File: src/rtl/cpu_bus_pkg.sv
// Shared types and constants for the CPU-side SRAM-like bus: source ids,
// access sizes and the memory command payload presented to the shared port.
package cpu_bus_pkg;

  localparam int unsigned ADDR_W = 32;
  localparam int unsigned DATA_W = 32;
  localparam int unsigned SIZE_W = 2;

  typedef enum logic {
    SRC_INST = 1'b0,
    SRC_DATA = 1'b1
  } src_t;

  localparam logic [SIZE_W-1:0] SZ_BYTE = 2'd0;
  localparam logic [SIZE_W-1:0] SZ_HALF = 2'd1;
  localparam logic [SIZE_W-1:0] SZ_WORD = 2'd2;

  typedef struct packed {
    logic              wr;
    logic [SIZE_W-1:0] size;
    logic [ADDR_W-1:0] addr;
    logic [DATA_W-1:0] wdata;
  } mem_cmd_t;

  // Fetches are always full-word reads with no write data.
  function automatic mem_cmd_t inst_cmd(input logic [ADDR_W-1:0] addr);
    mem_cmd_t cmd;
    cmd.wr    = 1'b0;
    cmd.size  = SZ_WORD;
    cmd.addr  = addr;
    cmd.wdata = '0;
    return cmd;
  endfunction

endpackage

File: src/rtl/ot_fifo.sv
// Small FIFO tracking which source owns each outstanding memory transaction,
// so responses can be steered back in acceptance order.
module ot_fifo #(
  parameter int unsigned WIDTH = 1,
  parameter int unsigned DEPTH = 4
) (
  input  logic             clk,
  input  logic             reset,
  input  logic             push,
  input  logic             pop,
  input  logic [WIDTH-1:0] din,
  output logic             full,
  output logic             empty,
  output logic [WIDTH-1:0] head
);

  localparam int unsigned PTR_W = (DEPTH > 1) ? $clog2(DEPTH) : 1;
  localparam int unsigned CNT_W = $clog2(DEPTH + 1);

  logic [WIDTH-1:0] r_mem [DEPTH];
  logic [PTR_W-1:0] r_wr_ptr;
  logic [PTR_W-1:0] r_rd_ptr;
  logic [CNT_W-1:0] r_count;
  logic             w_push;
  logic             w_pop;

  // Pop on empty is dropped; push on full is allowed only alongside a pop.
  assign w_pop  = pop && (r_count != '0);
  assign w_push = push && ((r_count != CNT_W'(DEPTH)) || w_pop);

  assign full  = (r_count == CNT_W'(DEPTH));
  assign empty = (r_count == '0);
  assign head  = r_mem[r_rd_ptr];

  // DEPTH is a power of two, so pointers wrap naturally at PTR_W bits.
  always_ff @(posedge clk) begin
    if (reset) begin
      r_wr_ptr <= '0;
      r_rd_ptr <= '0;
      r_count  <= '0;
    end else begin
      if (w_push) begin
        r_mem[r_wr_ptr] <= din;
        r_wr_ptr        <= r_wr_ptr + PTR_W'(1);
      end
      if (w_pop) begin
        r_rd_ptr <= r_rd_ptr + PTR_W'(1);
      end
      case ({w_push, w_pop})
        2'b10:   r_count <= r_count + CNT_W'(1);
        2'b01:   r_count <= r_count - CNT_W'(1);
        default: r_count <= r_count;
      endcase
    end
  end

endmodule

File: src/rtl/sram_bus_arbiter.sv
// Arbitrates instruction-fetch and load/store requests onto one shared
// SRAM-like memory port and routes in-order responses back to their source.
module sram_bus_arbiter
  import cpu_bus_pkg::*;
#(
  parameter int unsigned OT_DEPTH = 4
) (
  input  logic              clk,
  input  logic              reset,

  input  logic              inst_req,
  input  logic [ADDR_W-1:0] inst_addr,
  output logic              inst_addr_ok,
  output logic              inst_data_ok,
  output logic [DATA_W-1:0] inst_rdata,

  input  logic              data_req,
  input  logic              data_wr,
  input  logic [SIZE_W-1:0] data_size,
  input  logic [ADDR_W-1:0] data_addr,
  input  logic [DATA_W-1:0] data_wdata,
  output logic              data_addr_ok,
  output logic              data_data_ok,
  output logic [DATA_W-1:0] data_rdata,

  output logic              mem_req,
  output logic              mem_wr,
  output logic [SIZE_W-1:0] mem_size,
  output logic [ADDR_W-1:0] mem_addr,
  output logic [DATA_W-1:0] mem_wdata,
  input  logic              mem_addr_ok,
  input  logic              mem_data_ok,
  input  logic [DATA_W-1:0] mem_rdata
);

  src_t     r_last_grant;
  src_t     r_lock_src;
  logic     r_lock;

  src_t     w_sel;
  src_t     w_head_src;
  logic     w_lock_live;
  logic     w_ot_full;
  logic     w_ot_empty;
  logic     w_mem_req;
  logic     w_hs;
  logic     w_pop;
  logic     w_head;
  mem_cmd_t w_cmd;

  // A lock only holds while its owner keeps requesting; otherwise arbitrate afresh.
  assign w_lock_live = r_lock && ((r_lock_src == SRC_INST) ? inst_req : data_req);

  always_comb begin
    w_sel = SRC_INST;
    if (w_lock_live) begin
      w_sel = r_lock_src;
    end else if (inst_req && data_req) begin
      w_sel = (r_last_grant == SRC_DATA) ? SRC_INST : SRC_DATA;
    end else if (data_req) begin
      w_sel = SRC_DATA;
    end
  end

  always_comb begin
    w_cmd = inst_cmd(inst_addr);
    if (w_sel == SRC_DATA) begin
      w_cmd.wr    = data_wr;
      w_cmd.size  = data_size;
      w_cmd.addr  = data_addr;
      w_cmd.wdata = data_wdata;
    end
  end

  // Full is taken from the registered occupancy: a response in this cycle
  // does not open a slot until the next one.
  assign w_mem_req = !reset && (inst_req || data_req) && !w_ot_full;
  assign w_hs      = w_mem_req && mem_addr_ok;
  assign w_pop     = !reset && mem_data_ok && !w_ot_empty;
  assign w_head_src = src_t'(w_head);

  assign mem_req   = w_mem_req;
  assign mem_wr    = w_cmd.wr;
  assign mem_size  = w_cmd.size;
  assign mem_addr  = w_cmd.addr;
  assign mem_wdata = w_cmd.wdata;

  assign inst_addr_ok = w_hs && (w_sel == SRC_INST);
  assign data_addr_ok = w_hs && (w_sel == SRC_DATA);
  assign inst_data_ok = w_pop && (w_head_src == SRC_INST);
  assign data_data_ok = w_pop && (w_head_src == SRC_DATA);
  assign inst_rdata   = mem_rdata;
  assign data_rdata   = mem_rdata;

  ot_fifo #(
    .WIDTH (1),
    .DEPTH (OT_DEPTH)
  ) u_ot_fifo (
    .clk   (clk),
    .reset (reset),
    .push  (w_hs),
    .pop   (w_pop),
    .din   (1'(w_sel)),
    .full  (w_ot_full),
    .empty (w_ot_empty),
    .head  (w_head)
  );

  // Lock the shown source while the memory stalls; any handshake or idle cycle releases it.
  always_ff @(posedge clk) begin
    if (reset) begin
      r_lock       <= 1'b0;
      r_lock_src   <= SRC_INST;
      r_last_grant <= SRC_INST;
    end else begin
      r_lock     <= w_mem_req && !mem_addr_ok;
      r_lock_src <= w_sel;
      if (w_hs) begin
        r_last_grant <= w_sel;
      end
    end
  end

endmodule
File: config.mk
export PLATFORM = sky130hd
export DESIGN_NAME = sram_bus_arbiter
export DESIGN_NICKNAME = d
export VERILOG_FILES = /design/src/rtl/cpu_bus_pkg.sv /design/src/rtl/ot_fifo.sv /design/src/rtl/sram_bus_arbiter.sv
export SDC_FILE = /design/constraint.sdc
export NUM_CORES = 1
export LEC_CHECK = 0
export CORE_AREA = 3 3 104 106
export CTS_CLUSTER_DIAMETER = 40
export DETAILED_ROUTE_END_ITERATION = 10
export DIE_AREA = 0 0 107 109
export PLACE_DENSITY = 0.66
export RECOVER_POWER = 25
export SETUP_SLACK_MARGIN = 0.4
export SLEW_MARGIN = 10
export SYNTH_ARGS = -nofsm -noshare
export SYNTH_HDL_FRONTEND = slang
export SYNTH_SLANG_ARGS = --single-unit
File: constraint.sdc
create_clock -name clk -period 2.3 [get_ports clk]
set_clock_uncertainty 0.05 [all_clocks]
set_input_delay 0.345 -clock clk [delete_from_list [all_inputs] [get_ports clk]]
set_output_delay 0.345 -clock clk [all_outputs]
set_load 0.01 [all_outputs]
==> results.json <==
{
  "status": "finished with violations",
  "violations": "negative setup slack",
  "tightest_slew_ns": 0.262,
  "max_cap_viol_count": 0,
  "fin_crit_sh": 1.00,
  "cts.clk_slew.worst_paths_ns": 0.06,
  "ys_seq_elements": 16,
  "p_per_area_nw_per_um2": 347,
  "antenna_found_initial": 0,
  "yosysTopAreaCell": "buf_4",
  "hp-class": "reg -> reg",
  "finalWirelength_um": 9030,
  "synth_cell_types": 35,
  "htree_levels": 1,
  "die-area_um2": 11700,
  "tritoncts": "done",
  "place_hpwl_um": 6550,
  "final_hold_viol_count": 0,
  "worstSkewPairLatency_ns": 0.25,
  "num_vias": 1999,
  "grt_util_met2": 0.282,
  "areaGrowthSynthToFinish_pct": 128,
  "dpl.cell_count": 459,
  "whs_path_depth": 1,
  "synth_flop_cell": "dfxtp_1",
  "r2r-start": "u_ot_fifo.r_count[2]",
  "synth.most_common_cell": "buf_4",
  "worst_ep_required_time_ns": 1.90,
  "p_leak_nw": 1.94,
  "crit_type": "reg -> out",
  "min_period_ns": 2.31,
  "synth-edff-count": 4,
  "numCtsBuffers": 3,
  "netlist.area_leader.share": 0.255,
  "ys_top_cells_by_count": "buf_4, and2_1, mux2_2",
  "ir_worst_vdd_mv": 0.232,
  "clkSinkCount": 16,
  "grt.met1_usage": 0.157,
  "rows": 36,
  "crit_fanout": 8,
  "chipWidth_um": 107,
  "overflow": 0,
  "synth_area_leaders": "buf_4, mux2_2, and2_1",
  "gp_congestion": 0.860,
  "fmax_ghz": 0.433,
  "syn_nets": 354,
  "final_core_util": 0.436,
  "cts_buffer_depth": 2,
  "ant_nets": 0,
  "final_cells": 500,
  "layout_setup_ws_ns": -0.0114,
  "multi_input_area_um2": 1240,
  "io_pins": 273,
  "synthArstFlopShare": 0,
  "drv_slew": 0,
  "place_area_um2": 3410,
  "drc": 0,
  "layout.nets": 511,
  "setup_violations": 16,
  "yosysWarningCount": 0,
  "final-seq-area_um2": 370,
  "grt_first_pass_wirelength_um": 12700,
  "rr_endpoint": "u_ot_fifo.r_count[2]",
  "grt_max_degree": 10,
  "hold_start": "u_ot_fifo.r_rd_ptr[1]",
  "relSlewSlack": 0.823,
  "drtPass1Iterations": 4,
  "regToRegSetupSlack_ns": 0.28,
  "cp.arrival_ns": 1.92,
  "clockRootBuffer": "clkbuf_8",
  "syn_area_per_cell_um2": 8.94,
  "n_antenna_cell": 0,
  "grt_usage": 0.143,
  "drive_gt1_frac": 0.572,
  "gr-max-usage-layer": "met2",
  "cts_hold_buf": 0,
  "met3_usage": 0.0379,
  "rr_worst_depth": 8,
  "start_util": 0.191,
  "rsz0062_at_grt": "yes",
  "critPathLaunchType": "flip-flop",
  "nFillCells": 913,
  "synth_seq_area_share": 0.191,
  "first_iter_violations": 53,
  "preCtsSetupSlack_ns": -0.315,
  "core_um2": 9860,
  "syn_area_um2": 1890,
  "portBuffers": 176,
  "wl_per_cell_um": 18.1,
  "syn_inst": 211,
  "routed_via_density": 4.00,
  "hold_end": "u_ot_fifo.r_rd_ptr[1]",
  "chipHeight_um": 109,
  "final_design_area_no_fill_um2": 4300,
  "grt_pass1_vias": 2136,
  "endpoint_kind": "output pin"
}
cells by family after synthesis:
logic type,synth area share
and+or+nand+nor,0.200
muxes,0.214
adders and majority gates,0.0438
buffers and inverters,0.296
xor gates and xnor gates,0.00929
DFF,0.191
AOI/OAI and AO/OA,0.0464
routing by layer:
layer,routed length (um),vias up,share of wire
li1,-,946,-
met1,3280,940,0.36
met2,4950,102,0.55
met3,711,11,0.079
met4,85,0,0.0094
met5,0,-,0
worst max-delay path, cell delays in order, from the launching register on:
cell     delay, ns
dfxtp_2       0.32
or2_4         0.25
a31oi_4       0.20
buf_12        0.14
buf_6         0.08
buf_6         0.11
buf_16        0.14
mux2_4        0.31
buf_6         0.12
cell type report:
class	instances	area share
Sequential cell	16	0.0861
Inverter	6	0.00582
Timing Repair Buffer	224	0.569
Tap cell	133	0.0387
Multi-Input combinational cell	117	0.288
Clock buffer	4	0.0128
power by group:
part           total [mW]  switching, mW  internal [mW]
logic               0.926          0.299          0.627
registers           0.319         0.0142          0.305
clock network       0.248         0.0967          0.152
metrics by stage:
| step | setup TNS, ns | power (mW) | hold slack (ns) |
|---|---|---|---|
| 6_report | -0.0893 | 1.49 | 0.411 |
| 5_1_grt | -1.34 | 1.56 | 0.468 |
| 4_1_cts | -1.24 | 1.46 | 0.415 |
| 3_5_place_dp | -15.71 | 0.970 | 0.401 |
| 3_3_place_gp | -14.52 | 0.966 | 0.402 |
| 2_1_floorplan | 0 | 0.672 | 0.380 |
cells in the final DEF, fill, tap and decap left out, drive strengths merged, types with 2 or more instances in the layout:
master and instances:
mux2i 2, clkbuf 4, nand2 2, inv 6, nor2 5, dfxtp 12
nor3 4, and3 2, clkdlybuf4s50 99, nand2b 2, nor3b 2, a21oi 3
edfxtp 4, buf 119, dlygate4sd2 4, or3 2, mux2 32, o21ai 3
ha 5, and2 41
worst max path at each step:
stage / from / to / slack [ns] / depth (start not counted)
final: r_lock / mem_addr[13] / -0.01 / 8
after global placement: data_req / mem_addr[21] / -0.30 / 6
after CTS: r_lock / mem_addr[13] / -0.05 / 8
after detailed placement: data_req / mem_addr[27] / -0.32 / 6
after floorplan: reset / u_ot_fifo.r_count[2] / 0.36 / 8
after global routing: r_lock / mem_addr[13] / -0.06 / 8
repair_timing:
action,4_1_cts,5_1_grt
buffers inserted,21,9
gates cloned,7,0
setup endpoints to repair,74,71
pin swaps,16,8
gates resized for setup,448,25
No activity file was read; power rests on OpenSTA's default activity.
